<file path="src/rtl/core_fetch_arbiter.sv">
// Shares one memory port between the instruction prefetcher and the load/store unit.
// Data requests win arbitration until fetch has been starved for STARVE_MAX grants.
module core_fetch_arbiter #(
    parameter int STARVE_MAX = 4
) (
    input  logic        clk,
    input  logic        rst_n,
    input  logic        flush,
    input  logic [30:0] head,
    input  logic        fetch,
    output logic        fetched,
    output logic [31:0] fetch_data,
    input  logic        data_start,
    input  logic        data_write,
    input  logic [29:0] data_addr,
    input  logic [31:0] data_wdata,
    output logic        data_ready,
    output logic [31:0] data_rdata,
    output logic        bus_start,
    output logic        bus_write,
    output logic [29:0] bus_addr,
    output logic [31:0] bus_wdata,
    input  logic        bus_ready,
    input  logic [31:0] bus_rdata
);

    localparam int CW = (STARVE_MAX < 1) ? 1 : $clog2(STARVE_MAX + 1);
    localparam logic [CW-1:0] STARVE_LIM = CW'(STARVE_MAX);

    typedef enum logic [1:0] {
        IDLE = 2'd0,
        INSN = 2'd1,
        DATA = 2'd2
    } state_t;

    state_t        state;
    logic [29:0]   insn_ptr;
    logic [CW-1:0] starve_cnt;
    logic          discard;

    logic        starved;
    logic        grant_data;
    logic        grant_fetch;
    logic        drop_resp;
    logic [29:0] issue_ptr;
    logic        head_unused;

    // The halfword bit of the redirect target never addresses a word.
    assign head_unused = head[0];

    // NOTE: every signal assigned here gets a value on every path, so no latch is inferred.
    always_comb begin
        starved     = fetch && (starve_cnt == STARVE_LIM);
        grant_data  = (state == IDLE) && data_start && !starved;
        grant_fetch = (state == IDLE) && fetch && !grant_data;
        // A redirect in the issue cycle must steer the fetch, not the stale pointer.
        issue_ptr   = flush ? head[30:1] : insn_ptr;
        // A redirect arriving with the response also makes that word stale.
        drop_resp   = discard || flush;
    end

    // NOTE: state is updated with non-blocking assignments so every register samples
    // the pre-edge values, regardless of statement order in this block.
    // NOTE: the wide data registers are reset too, so the bus never shows X after reset.
    always_ff @(posedge clk or negedge rst_n) begin
        if (!rst_n) begin
            state      <= IDLE;
            insn_ptr   <= '0;
            starve_cnt <= '0;
            discard    <= 1'b0;
            fetched    <= 1'b0;
            fetch_data <= '0;
            data_ready <= 1'b0;
            data_rdata <= '0;
            bus_start  <= 1'b0;
            bus_write  <= 1'b0;
            bus_addr   <= '0;
            bus_wdata  <= '0;
        end else begin
            bus_start  <= 1'b0;
            fetched    <= 1'b0;
            data_ready <= 1'b0;

            if (flush) begin
                insn_ptr <= head[30:1];
            end

            unique case (state)
                IDLE: begin
                    if (grant_data) begin
                        bus_start <= 1'b1;
                        bus_write <= data_write;
                        bus_addr  <= data_addr;
                        bus_wdata <= data_wdata;
                        state     <= DATA;
                        if (fetch && (starve_cnt != STARVE_LIM)) begin
                            starve_cnt <= starve_cnt + 1'b1;
                        end
                    end else if (grant_fetch) begin
                        bus_start  <= 1'b1;
                        bus_write  <= 1'b0;
                        bus_addr   <= issue_ptr;
                        bus_wdata  <= '0;
                        starve_cnt <= '0;
                        discard    <= 1'b0;
                        state      <= INSN;
                    end
                end

                INSN: begin
                    if (bus_ready) begin
                        state   <= IDLE;
                        discard <= 1'b0;
                        if (!drop_resp) begin
                            fetched    <= 1'b1;
                            fetch_data <= bus_rdata;
                            insn_ptr   <= insn_ptr + 30'd1;
                        end
                    end else if (flush) begin
                        discard <= 1'b1;
                    end
                end

                DATA: begin
                    if (bus_ready) begin
                        state      <= IDLE;
                        data_ready <= 1'b1;
                        data_rdata <= bus_rdata;
                    end
                end

                default: state <= IDLE;
            endcase
        end
    end

endmodule
</file>
<file path="config.mk">
export PLATFORM = sky130hd
export DESIGN_NAME = core_fetch_arbiter
export DESIGN_NICKNAME = d
export VERILOG_FILES = /design/src/rtl/core_fetch_arbiter.sv
export SDC_FILE = /design/constraint.sdc
export NUM_CORES = 1
export LEC_CHECK = 0
export BUFFER_PORTS_ARGS = -buffer_cell sky130_fd_sc_hd__buf_2
export CAP_MARGIN = 20
export CORE_ASPECT_RATIO = 0.6
export CORE_UTILIZATION = 25
export CTS_CLUSTER_SIZE = 12
export DETAILED_ROUTE_END_ITERATION = 7
export GPL_ROUTABILITY_DRIVEN = 0
export PLACE_DENSITY = 0.56
export SYNTH_ARGS = -nofsm -noshare
export SYNTH_HDL_FRONTEND = slang
export SYNTH_SLANG_ARGS = --single-unit
</file>
<file path="constraint.sdc">
create_clock -name clk -period 2.45 [get_ports clk]
set_input_delay 0.245 -clock clk [delete_from_list [all_inputs] [get_ports clk]]
set_output_delay 0.245 -clock clk [all_outputs]
set_load 0.1 [all_outputs]
</file>
=== After elaboration in Yosys (flattened, before gate mapping) ===
Cells that the tools add are included.

* Register bits: 166
* Input port bits: 132
* Logic and storage cells: 73

* Add/sub/neg operators: 2
* Equality and inequality tests: 10
* Muxes and demuxes: 29
* Bitwise gates (word level): 1
* Reduce and logical (&&, ||, !) cells: 19

{| class="wikitable"
|+ Operators by type and width
! cell !! count
|-
| $mux W30 || 6
|-
| $mux W32 || 2
|-
| $add A30 B1 Y30 const B || 1
|-
| $mux W1 || 13
|-
| $mux W3 || 3
|-
| $ne A3 B3 Y1 const B || 3
|-
| $logic_and A1 B1 Y1 || 6
|-
| $mux W2 || 3
|-
| $reduce_and A2 Y1 || 3
|-
| $reduce_and A3 Y1 || 2
|-
| $ne A2 B1 Y1 const B || 2
|-
| $ne A2 B2 Y1 const B || 2
|-
| $pmux W2 S2 || 1
|-
| $reduce_and A4 Y1 || 1
|-
| $reduce_bool A2 Y1 || 2
|-
| $add A3 B1 Y3 const B || 1
|-
| $eq A3 B3 Y1 const B || 1
|-
| $eq A2 B1 Y1 const B || 1
|-
| $eq A2 B2 Y1 const B || 1
|-
| $logic_not A1 Y1 || 2
|-
| $logic_not A2 Y1 || 1
|-
| $pmux W1 S2 || 1
|-
| $reduce_or A2 Y1 || 1
|-
| $logic_or A1 B1 Y1 || 1
|-
| $not A1 Y1 || 1
|}

=== Depth between registers and ports, before layout ===
* Depth after elaboration: 9
* Gate-level depth with buffers: 8
* Depth with buffers taken out: 7

=== Worst setup path before layout ===
No wires, ideal clock.

* Path type: reg2reg
* Start: register state[0]
* End: register bus_addr[12]
* Arrival time: 1.614 ns
* Data required time: 2.367 ns
* Slack: 0.753 ns
* Cell stages (with the launch flop): 9
* Path through: dfrtp_1 -> inv_1 -> ha_1 -> nand2_1 -> a21oi_1 -> buf_2 -> clkbuf_1 -> nand2_1 -> o21ai_0

* Longest elaborated chain between the ends: 7
* Elaborated cells between the ends (all ways): 9
* Those cells by class: mux: 1; reduce/logical: 8

{| class="wikitable"
|+ Ends and longest elaborated chain
! element !! line !! source
|-
| start: declaration || 36 || <nowiki>state_t state;</nowiki>
|-
| start signal: assignment || 67 || <nowiki>state <= IDLE;</nowiki>
|-
| start signal: assignment || 95 || <nowiki>state <= DATA;</nowiki>
|-
| start signal: assignment || 106 || <nowiki>state <= INSN;</nowiki>
|-
| $logic_not A2 Y1 * || 54, 55, 88 ||
|-
| $logic_and A1 B1 Y1 (2 in series) || 54 || <nowiki>grant_data = (state == IDLE) && data_start && !starved;</nowiki>
|-
| $logic_not A1 Y1 || 55 || <nowiki>grant_fetch = (state == IDLE) && fetch && !grant_data;</nowiki>
|-
| $logic_and A1 B1 Y1 || 55 ||
|-
| $reduce_bool A2 Y1 (no line) || - ||
|-
| $reduce_and A2 Y1 (no line) || - ||
|-
| end signal: assignment || 93 || <nowiki>bus_addr <= data_addr;</nowiki>
|-
| end signal: assignment || 102 || <nowiki>bus_addr <= issue_ptr;</nowiki>
|-
| end: declaration || 21 || <nowiki>output logic [29:0] bus_addr,</nowiki>
|}

Mark *: on every way between the ends. The rest lies on a longest branch, timed or not.
A chain may end at the register's enable or synchronous reset.

=== Final worst setup path ===
* Start: register insn_ptr[2]
* End: register insn_ptr[25]

* Longest elaborated chain between the ends: 4

{| class="wikitable"
|+ Ends and longest elaborated chain
! element !! line !! source
|-
| start: declaration || 37 || <nowiki>logic [29:0] insn_ptr;</nowiki>
|-
| start signal: assignment || 85 || <nowiki>insn_ptr <= head[30:1];</nowiki>
|-
| start signal: assignment || 117 || <nowiki>insn_ptr <= insn_ptr + 30'd1;</nowiki>
|-
| $add A30 B1 Y30 || 117 ||
|-
| $mux W30 || 114 || <nowiki>if (!drop_resp) begin</nowiki>
|-
| $mux W30 || 111 || <nowiki>if (bus_ready) begin</nowiki>
|-
| $mux W30 || 88 || <nowiki>unique case (state)</nowiki>
|}

Every way passes these cells.

==> results.cfg <==
[run_status]
status = completed

[floorplanning]
core_um2 = 29200
start_util = 0.258
die_w_um = 226
ios = 262
die_y_um = 137
dieArea_um2 = 30900
rows = 48

[routing]
viasPerCell = 4.44
wl_met1_um = 11500
wl_per_cell_um = 15.3
vias = 6786
dr_wl_met3_um = 1320
routed.top_layer = met5
wl_um = 23300
wl_met2_um = 10200
drcViolationCount = 0
drt-initial-drc-count = 358
drtAntennaViolNets = 0
first_pass_iters = 4

[setup_path]
arrival_ps = 2340
worstSetupEndpointType = register
critPathKind = register to register
critPathLaunchType = register
critical_path_required_ps = 2790
path_max_fanout = 7

[cells_and_area]
num-fill-cells = 2979
finalNetCount = 1249
areaGrowthSynthToFinish_pct = 44.0
post_route_cells_drive_above_1_share = 0.311
multi_input_area_um2 = 3170
register_area_um2 = 4150

[hold_path]
hold_path_class = input port to register

[flow_run]
drv_cap = 0

[synthesis]
syn_avg_cell_area_um2 = 9.72
netlist_area_um2 = 7550
yosysSeqAreaShare = 0.550
yosysWarnings = 0
synth-main-ff-cell = dfrtp_1
syn_inst = 777
async_flop_share = 1.00
syn-num-nets = 915
synth_cell_types = 47
synth_seq_cells = 166
synth-edff-count = 0

[sta]
max_freq_mhz = 501
setup-violations-final = 0
hold_viol = 0
period_minus_slack_ps = 1990
tightest_slew_ps = 699
drv_slew = 0
hold_ws_ps = 26.8
fin_tns_setup_ps = 0
finClkSkew_ps = 8.53
relSlewSlack = 0.534
rsz0062_at_grt = false
finalCritPeriodShare = 0.814

[clock_tree]
cts.clk_slew.worst_paths_ps = 70
cts_buffers = 17
cts_tree = yes
cts.repair.resized = 0
post_cts_buffers = 0
clockBufferDepth = 2
clockRootBuffer = clkbuf_16
cts_sinks = 166
cts.htree.levels = 4
clock_latency_ps = 440

[grt]
grt_pass1_wl_um = 36400
grt_pass1_vias = 6707
grt_max_degree = 70
grt_usage = 0.153
antenna_found_initial = 5
grt_remaining_overflow = 0

[placement]
dp_hpwl_um = 16200
portBuffers = 260
[worst paths after layout]
| kind | start | endpoint | slack, ps | cells after the start |
|---|---|---|---|---|
| setup / recovery | insn_ptr[2]$_DFF_PN0_ | insn_ptr[25]$_DFF_PN0_ | 460 | 4 |
| hold / removal | bus_rdata[2] | fetch_data[2]$_DFFE_PN0P_ | 30 | 3 |
| setup reg to reg | insn_ptr[2]$_DFF_PN0_ | insn_ptr[25]$_DFF_PN0_ | 460 | 4 |
| hold reg to reg | fetch_data[15]$_DFFE_PN0P_ | fetch_data[15]$_DFFE_PN0P_ | 470 | 2 |
| max in group asynchronous | rst_n | starve_cnt[1]$_DFFE_PN0P_ | 1310 | 3 |
| min in group asynchronous | rst_n | data_ready$_DFF_PN0_ | 410 | 2 |
[stage by stage]
step / utilization / area (um^2) / worst slack, ps / std cells
2_1_floorplan: - / 7550 / 753 / 777
3_3_place_gp: 0.322 / 9410 / 549 / 1404
3_5_place_dp: 0.322 / 9410 / 503 / 1404
4_1_cts: 0.372 / 10900 / 479 / 1524
5_1_grt: 0.372 / 10900 / 295 / 1527
6_report: 0.372 / 10900 / 456 / 1527
[placed cells by master (no fill, tap or decap), types with 9 or more instances in the layout]
cell type      count
a21oi_1           39
buf_12             9
buf_2            259
clkbuf_16         17
dfrtp_1          166
dlygate4sd3_1     88
inv_1              9
mux2_2            32
mux2i_1           37
nand2_1          221
nand3_1           44
nor2_1            39
o21a_1             9
o21ai_0           34
o31a_1            17
[layout make-up]
class | count | area share
Antenna cell | 3 | 0.000690
Clock buffer | 18 | 0.0404
Clock inverter | 14 | 0.0129
Inverter | 10 | 0.00345
Multi-Input combinational cell | 551 | 0.292
Sequential cell | 166 | 0.382
Tap cell | 400 | 0.0460
Timing Repair Buffer | 365 | 0.223
[synth_stat cells (3+ instances only)]
library cell	instances	area (um^2)
nand2_1	223	837
dfrtp_1	166	4150
nand3_1	44	220
a21oi_1	40	200
nor2_1	39	146
mux2i_1	37	370
o21ai_0	34	170
mux2_2	32	360
clkbuf_1	23	86.3
o31a_1	17	149
buf_1	14	52.6
inv_1	10	37.5
buf_2	9	45.0
o21a_1	9	67.6
nor3_1	8	40.0
xor2_1	7	61.3
ha_1	6	75.1
nand4_1	6	37.5
nor4_1	6	37.5
and4_1	5	43.8
a211oi_1	4	30.0
buf_6	4	45.0
and2_1	3	18.8
[cells by family after synthesis]
family	Yosys count	share of synthesized area
mux	69	0.0967
flops	166	0.550
buf+inv	60	0.0353
compound gates	118	0.0969
fa+ha+maj	6	0.00994
xor+xnor	9	0.0104
simple gates	349	0.201
[critical path: stages, from the launching register on]
cell,delay [ps]
dfrtp_1,440
and4_1,440
nand4_1,470
o21a_1,330
a211oi_1,220
[routing by layer]
metal	vias to the layer above	GRT usage
li1	3329	-
met1	3274	0.214
met2	161	0.225
met3	18	0.0498
met4	4	0.0443
met5	-	0
[registers in the layout (all words and copies together) (netlist names)]
name and flops:
bus_addr 30, bus_start 1, bus_wdata 32, bus_write 1, data_rdata 32, data_ready 1
discard 1, fetch_data 32, fetched 1, insn_ptr 30, starve_cnt 3, state 2
[timing repair]
action,4_1_cts,5_1_grt
endpoints found under the hold margin,152,0
endpoints found under the setup margin,0,0
hold buffers,88,0
Power is left out: the tool's default activity adds up to more than one toggle a clock period on the data nets, which glitch-free logic cannot reach.
